===== config.mk =====
export PLATFORM = sky130hd
export DESIGN_NAME = pc_sequencer_flat
export DESIGN_NICKNAME = d
export VERILOG_FILES = /design/src/rtl/pc_sequencer_pkg.sv /design/src/rtl/pc_sequencer_if.sv /design/src/rtl/pc_sequencer_fetch_timer.sv /design/src/rtl/pc_sequencer.sv /design/src/flat_wrapper.sv
export SDC_FILE = /design/constraint.sdc
export NUM_CORES = 1
export LEC_CHECK = 0
export ABC_AREA = 1
export CORE_UTILIZATION = 35
export DETAILED_ROUTE_END_ITERATION = 6
export PLACE_DENSITY_LB_ADDON = 0.1
export SLEW_MARGIN = 20
export SYNTH_ARGS = -nofsm -noshare
export SYNTH_HDL_FRONTEND = slang
export SYNTH_SLANG_ARGS = --single-unit

===== constraint.sdc =====
create_clock -name Clk2 -period 1.6 [get_ports Clk2]
set_input_delay 0.4 -clock Clk2 [delete_from_list [all_inputs] [get_ports Clk2]]
set_output_delay 0.4 -clock Clk2 [all_outputs]
set_load 0.01 [all_outputs]

===== src/rtl/pc_sequencer_pkg.sv =====
// Shared constants, state encoding and instruction field helpers for the PC sequencer.
package pc_sequencer_pkg;

    localparam int INSTR_W = 16;
    localparam int OFF_W   = 12;

    localparam int OPC_MSB = 15;
    localparam int OPC_LSB = 12;
    localparam int OFF_MSB = 11;
    localparam int OFF_LSB = 0;

    localparam logic [3:0] OP_JMP = 4'hC;
    localparam logic [3:0] OP_BRZ = 4'hD;
    localparam logic [3:0] OP_HLT = 4'hF;

    localparam logic [7:0]  TIMEOUT    = 8'd255;
    localparam logic [15:0] OVF_VECTOR = 16'hFFF0;

    typedef enum logic [2:0] {
        S_IDLE,
        S_FETCH,
        S_DECODE,
        S_EXEC,
        S_UPDATE,
        S_OVF,
        S_HALT,
        S_FAULT
    } state_t;

    function automatic logic [3:0] get_opcode(input logic [INSTR_W-1:0] instr);
        return instr[OPC_MSB:OPC_LSB];
    endfunction

    function automatic logic [OFF_W-1:0] get_offset(input logic [INSTR_W-1:0] instr);
        return instr[OFF_MSB:OFF_LSB];
    endfunction

endpackage


===== src/rtl/pc_sequencer_if.sv =====
// Bundle of the fetch, execute and PC-unit handshake signals around the sequencer.
interface pc_sequencer_if;
    import pc_sequencer_pkg::*;

    logic               run;
    logic               fetch_req;
    logic               fetch_ack;
    logic [INSTR_W-1:0] fetch_instr;
    logic [INSTR_W-1:0] ir;
    logic               exec_start;
    logic               exec_done;
    logic               exec_ovf;
    logic               zero_flag;
    logic               updatePC;
    logic               jump;
    logic [OFF_W-1:0]   offset;
    logic               overflow;
    logic               halted;
    logic               fault;

    modport master (
        input  run, fetch_ack, fetch_instr, exec_done, exec_ovf, zero_flag,
        output fetch_req, ir, exec_start, updatePC, jump, offset, overflow, halted, fault
    );

    modport slave (
        output run, fetch_ack, fetch_instr, exec_done, exec_ovf, zero_flag,
        input  fetch_req, ir, exec_start, updatePC, jump, offset, overflow, halted, fault
    );

endinterface


===== src/rtl/pc_sequencer_fetch_timer.sv =====
// Counts cycles spent waiting for a fetch acknowledge and flags when the limit is hit.
module fetch_timer
    import pc_sequencer_pkg::*;
(
    input  logic clk,
    input  logic rst_n,
    input  logic i_clear,
    input  logic i_enable,
    output logic o_expired
);

    logic [7:0] r_count;
    logic       w_expired;

    assign w_expired = (r_count == TIMEOUT);
    assign o_expired = w_expired;

    // Saturates at the limit so a stuck fetch never wraps back to a fresh window.
    always_ff @(posedge clk or negedge rst_n) begin
        if (!rst_n) begin
            r_count <= '0;
        end else if (i_clear) begin
            r_count <= '0;
        end else if (i_enable && !w_expired) begin
            r_count <= r_count + 8'd1;
        end
    end

endmodule


===== src/rtl/pc_sequencer.sv =====
// Fetch/decode/execute controller driving the PC unit's update, jump, offset and overflow controls.
module pc_sequencer
    import pc_sequencer_pkg::*;
(
    input  logic           Clk2,
    input  logic           reset_n,
    pc_sequencer_if.master bus
);

    state_t             r_state;
    logic [INSTR_W-1:0] r_ir;
    logic               r_fetch_req;
    logic               r_exec_start;
    logic               r_update_pc;
    logic               r_jump;
    logic               r_overflow;
    logic               r_halted;
    logic               r_fault;

    logic               w_in_fetch;
    logic               w_timer_clear;
    logic               w_expired;

    assign w_in_fetch    = (r_state == S_FETCH);
    assign w_timer_clear = !w_in_fetch || bus.fetch_ack;

    fetch_timer u_fetch_timer (
        .clk       (Clk2),
        .rst_n     (reset_n),
        .i_clear   (w_timer_clear),
        .i_enable  (w_in_fetch),
        .o_expired (w_expired)
    );

    // Pulse outputs default low each cycle; only the transition that owns them raises them.
    always_ff @(posedge Clk2 or negedge reset_n) begin
        if (!reset_n) begin
            r_state      <= S_IDLE;
            r_ir         <= '0;
            r_fetch_req  <= 1'b0;
            r_exec_start <= 1'b0;
            r_update_pc  <= 1'b0;
            r_jump       <= 1'b0;
            r_overflow   <= 1'b0;
            r_halted     <= 1'b0;
            r_fault      <= 1'b0;
        end else begin
            r_exec_start <= 1'b0;
            r_update_pc  <= 1'b0;
            r_jump       <= 1'b0;
            r_overflow   <= 1'b0;

            case (r_state)
                S_IDLE: begin
                    if (bus.run) begin
                        r_fetch_req <= 1'b1;
                        r_state     <= S_FETCH;
                    end
                end

                // An acknowledge in the same cycle the timer expires still wins.
                S_FETCH: begin
                    if (bus.fetch_ack) begin
                        r_ir        <= bus.fetch_instr;
                        r_fetch_req <= 1'b0;
                        r_state     <= S_DECODE;
                    end else if (w_expired) begin
                        r_fetch_req <= 1'b0;
                        r_fault     <= 1'b1;
                        r_state     <= S_FAULT;
                    end
                end

                S_DECODE: begin
                    case (get_opcode(r_ir))
                        OP_HLT: begin
                            r_halted <= 1'b1;
                            r_state  <= S_HALT;
                        end
                        OP_JMP: begin
                            r_update_pc <= 1'b1;
                            r_jump      <= 1'b1;
                            r_state     <= S_UPDATE;
                        end
                        OP_BRZ: begin
                            r_update_pc <= 1'b1;
                            r_jump      <= bus.zero_flag;
                            r_state     <= S_UPDATE;
                        end
                        default: begin
                            r_exec_start <= 1'b1;
                            r_state      <= S_EXEC;
                        end
                    endcase
                end

                S_EXEC: begin
                    if (bus.exec_done) begin
                        if (bus.exec_ovf) begin
                            r_overflow <= 1'b1;
                            r_state    <= S_OVF;
                        end else begin
                            r_update_pc <= 1'b1;
                            r_state     <= S_UPDATE;
                        end
                    end
                end

                S_UPDATE, S_OVF: begin
                    if (bus.run) begin
                        r_fetch_req <= 1'b1;
                        r_state     <= S_FETCH;
                    end else begin
                        r_state <= S_IDLE;
                    end
                end

                S_HALT: begin
                    r_halted <= 1'b1;
                end

                S_FAULT: begin
                    r_fault     <= 1'b1;
                    r_fetch_req <= 1'b0;
                end

                default: begin
                    r_state <= S_IDLE;
                end
            endcase
        end
    end

    assign bus.fetch_req  = r_fetch_req;
    assign bus.ir         = r_ir;
    assign bus.exec_start = r_exec_start;
    assign bus.updatePC   = r_update_pc;
    assign bus.jump       = r_jump;
    assign bus.offset     = get_offset(r_ir);
    assign bus.overflow   = r_overflow;
    assign bus.halted     = r_halted;
    assign bus.fault      = r_fault;

endmodule

===== src/flat_wrapper.sv =====
// flat-port wrapper written by rule: the top's interface ports become plain ports
module pc_sequencer_flat import pc_sequencer_pkg::*;
  (Clk2, reset_n, bus_run, bus_fetch_ack, bus_fetch_instr, bus_exec_done, bus_exec_ovf, bus_zero_flag, bus_fetch_req, bus_ir, bus_exec_start, bus_updatePC, bus_jump, bus_offset, bus_overflow, bus_halted, bus_fault);
  pc_sequencer_if bus_i ();
  input  logic Clk2;
  input  logic reset_n;
  input wire logic [$bits(bus_i.run)-1:0] bus_run;
  input wire logic [$bits(bus_i.fetch_ack)-1:0] bus_fetch_ack;
  input wire logic [$bits(bus_i.fetch_instr)-1:0] bus_fetch_instr;
  input wire logic [$bits(bus_i.exec_done)-1:0] bus_exec_done;
  input wire logic [$bits(bus_i.exec_ovf)-1:0] bus_exec_ovf;
  input wire logic [$bits(bus_i.zero_flag)-1:0] bus_zero_flag;
  output wire logic [$bits(bus_i.fetch_req)-1:0] bus_fetch_req;
  output wire logic [$bits(bus_i.ir)-1:0] bus_ir;
  output wire logic [$bits(bus_i.exec_start)-1:0] bus_exec_start;
  output wire logic [$bits(bus_i.updatePC)-1:0] bus_updatePC;
  output wire logic [$bits(bus_i.jump)-1:0] bus_jump;
  output wire logic [$bits(bus_i.offset)-1:0] bus_offset;
  output wire logic [$bits(bus_i.overflow)-1:0] bus_overflow;
  output wire logic [$bits(bus_i.halted)-1:0] bus_halted;
  output wire logic [$bits(bus_i.fault)-1:0] bus_fault;
  assign bus_i.run = bus_run;
  assign bus_i.fetch_ack = bus_fetch_ack;
  assign bus_i.fetch_instr = bus_fetch_instr;
  assign bus_i.exec_done = bus_exec_done;
  assign bus_i.exec_ovf = bus_exec_ovf;
  assign bus_i.zero_flag = bus_zero_flag;
  assign bus_fetch_req = bus_i.fetch_req;
  assign bus_ir = bus_i.ir;
  assign bus_exec_start = bus_i.exec_start;
  assign bus_updatePC = bus_i.updatePC;
  assign bus_jump = bus_i.jump;
  assign bus_offset = bus_i.offset;
  assign bus_overflow = bus_i.overflow;
  assign bus_halted = bus_i.halted;
  assign bus_fault = bus_i.fault;
  pc_sequencer u_core (.Clk2(Clk2), .reset_n(reset_n), .bus(bus_i));
endmodule

==> summary.txt <==
CP startpoint: u_core.bus.exec_start
crit path kind: register to primary output
Mean Syn Cell Area: 7.97 µm²
root buf cell: clkbuf_8
most frequent cell after synthesis: nand2_1
crit-path cells: clkdlybuf4s50_1
Core Area: 4720 µm²
first-pass GRT wire length: 6.60 mm
RR Endpoint: u_core.u_fetch_timer.r_count[2]
status: finished, final reports clean
cell area power density: 1720 nW/µm²
Fmax achieved: 0.650 GHz
Crit-path slowest cell: clkdlybuf4s50_1
routed via count: 1516
Cell Area, Synth: 1720 µm²
grt ovf: 0
NumNets Final: 295
actual slew at the worst max-slew pin: 246 ps
clk buf depth: 2
EDFF count, synth: 0
min cycle time layout: 1540 ps
Critical Path Sink: bus_exec_start
Reg2Reg Depth: 7
most frequent cells after synthesis: nand2_1 (72), dfrtp_1 (34), nand3_1 (33)
final setup vio count: 0
pre-CTS WS: -23.4 ps
CTS tree: built
critical path's top delay family: buffers and inverters
Worst Hold Class: register to register
placed inst area: 2330 µm²
Tcrit/Tclk final: 96.2%
Final Hold Viols: 0
Cell variety after synth: 24
Psw: 0.00171 W
Clock Latency Late Sink: 290 ps
Final Max Slew Viols: 0
vias per cell: 4.47
Total GRT Usage: 16.8%
CP max stage delay: 520 ps
fin area: 2400 µm²
Routability Congestion: 0.794
Buf+Inv Stages, Crit Path: 1
H-Tree Depth: 2
Initial Util: 36.5%
clock network fraction of design power: 16.5%
VDD IR max: 0.824 mV
Worst setup SP type: register
aggregate routed wire length: 3.94 mm
Iter 0 DRT Violations: 85
row cnt: 25
ys async rst share: 100%
Worst Clk Skew: 2.86 ps
Routed WL per cell: 11.6 µm
reg-to-reg startpoint: u_core.u_fetch_timer.r_count[0]
critical path depth in cells: 1
max-cap check violation count: 0
area delta synth->final: 39.2%
vias in the first global route: 1482
Synth Net Count: 240
ranking of synthesized cells by area: dfrtp_1 (49%), nand2_1 (16%), nand3_1 (9.6%)
share of the synthesized area in the top cell type: 49.4%
Syn Inst Count: 216
Post-DP HPWL: 2.88 mm
Chip Width: 72.1 µm
final antenna diode count: 0
Sw Ratio: 41.4%
Final ANT Viol Nets: 0
Worst Path Required: 1200 ps
r2r setup slk: 140 ps
number of fillers in the final layout: 497
initial antenna violation count: 0
Comb pwr share: 48.0%
Slew HR: 83.5%
DIE AREA: 5200 µm²
sequential power share: 35.5%
DR pass1 iterations: 4
RSZ-0062 raised after global routing: false
post-synth top area cell: dfrtp_1
TritonCTS Buffers: 5
# IOs: 58
sequential element share of the synthesized area: 49.4%
Static Leak: 1.31 nW
count of clock tree sinks: 34
Die Y: 72.1 µm
Residual DRC: 0
share of cells above drive strength 1: 10.3%
CP arrival: 1140 ps
clock slew at reported path FFs: 70 ps
Crit. End Element: primary output
I/O Buffers: 57
Syn. warnings: 0
Top FF cell, synth: dfrtp_1
Yosys reg bits: 34
crit-path max FO: 1
largest net degree at the start of global routing: 35
worst setup margin: 60.7 ps
Internal: 0.00241 W
## layer usage
layer,share of wire (%),track usage (%)
met1,46,21.0
met2,44,26.5
met3,7.3,4.86
met4,2.2,8.50
met5,0,0
## sequential cells by signal, summed over array words and instances (netlist names)
register / count
u_core.r_state: 3
u_core.u_fetch_timer.r_count: 8
u_core.bus.fetch_req: 1
u_core.bus.exec_start: 1
u_core.bus.updatePC: 1
u_core.bus.jump: 1
u_core.bus.overflow: 1
u_core.bus.halted: 1
u_core.bus.ir: 16
u_core.bus.fault: 1
## timing repair
item | CTS | global route
resized for setup | 28 | 5
setup buffers | 0 | 0
endpoints found under the setup margin | 28 | 11
hold buffers | 0 | 0
## power by group through the flow
stage	clock [W]	combinational (W)	sequential, W
2_1_floorplan	0	0.00122	0.00155
3_3_place_gp	0	0.00221	0.00150
3_5_place_dp	0	0.00221	0.00149
4_1_cts	0.000701	0.00200	0.00147
5_1_grt	0.000742	0.00220	0.00152
6_report	0.000678	0.00198	0.00146
## final cells by class
class	instances	area, µm²	share of cell area [%]
flip-flops and latches	34	851	35.5
multi-input cells	145	677	28.2
repair buffers	66	623	26.0
clock buffers	7	86.3	3.60
well taps	67	83.8	3.50
inverters	19	71.3	2.97
clock inverters	1	5.00	0.209
## logic make-up after synthesis
| family | after synthesis | share of synthesized area [%] |
|---|---|---|
| compound gates | 12 | 4.21 |
| fa+ha+maj | 1 | 0.727 |
| buf+inv | 37 | 11.6 |
| flops | 34 | 49.4 |
| simple gates | 132 | 34.1 |
## worst min-delay path by stage
stage | from | cells after the start | end | slack, ps
after floorplan | reset_n | 0 | u_core.bus.exec_start | 100
after global placement | u_core.bus.fetch_req | 2 | u_core.bus.fetch_req | 470
after detailed placement | u_core.bus.halted | 1 | u_core.bus.halted | 460
after CTS | reset_n | 2 | u_core.u_fetch_timer.r_count[5] | 490
after global routing | u_core.bus.fetch_req | 2 | u_core.bus.fetch_req | 500
final | u_core.bus.halted | 1 | u_core.bus.halted | 470
## per-stage QoR
step | hold slack (ps) | instances | setup TNS (ps) | util (%) | total power (W)
floorplan | 104 | 216 | 0 | - | 0.00277
global placement | 467 | 331 | -11.5 | 49.3 | 0.00370
detailed placement | 464 | 331 | -127 | 49.3 | 0.00370
CTS | 486 | 339 | 0 | 50.5 | 0.00417
global route | 500 | 339 | 0 | 50.8 | 0.00446
finish | 470 | 339 | 0 | 50.8 | 0.00412
## layout by cell type, fill, tap and decap left out, types with 2 or more instances in the layout
cell type         n
nand2_1          71
dfrtp_1          34
nand3_1          33
dlygate4sd2_1    28
clkdlybuf4s50_1  26
inv_1            17
nor2_1           13
buf_4             8
clkbuf_8          6
o21ai_0           5
nand2_2           3
dlymetal6s2s_1    3
inv_2             2
o31ai_1           2
nor2_4            2
a21oi_1           2
nor3_1            2
o21bai_1          2
nand4_1           2
or2_2             2
Power figures use the tool's default switching activity.
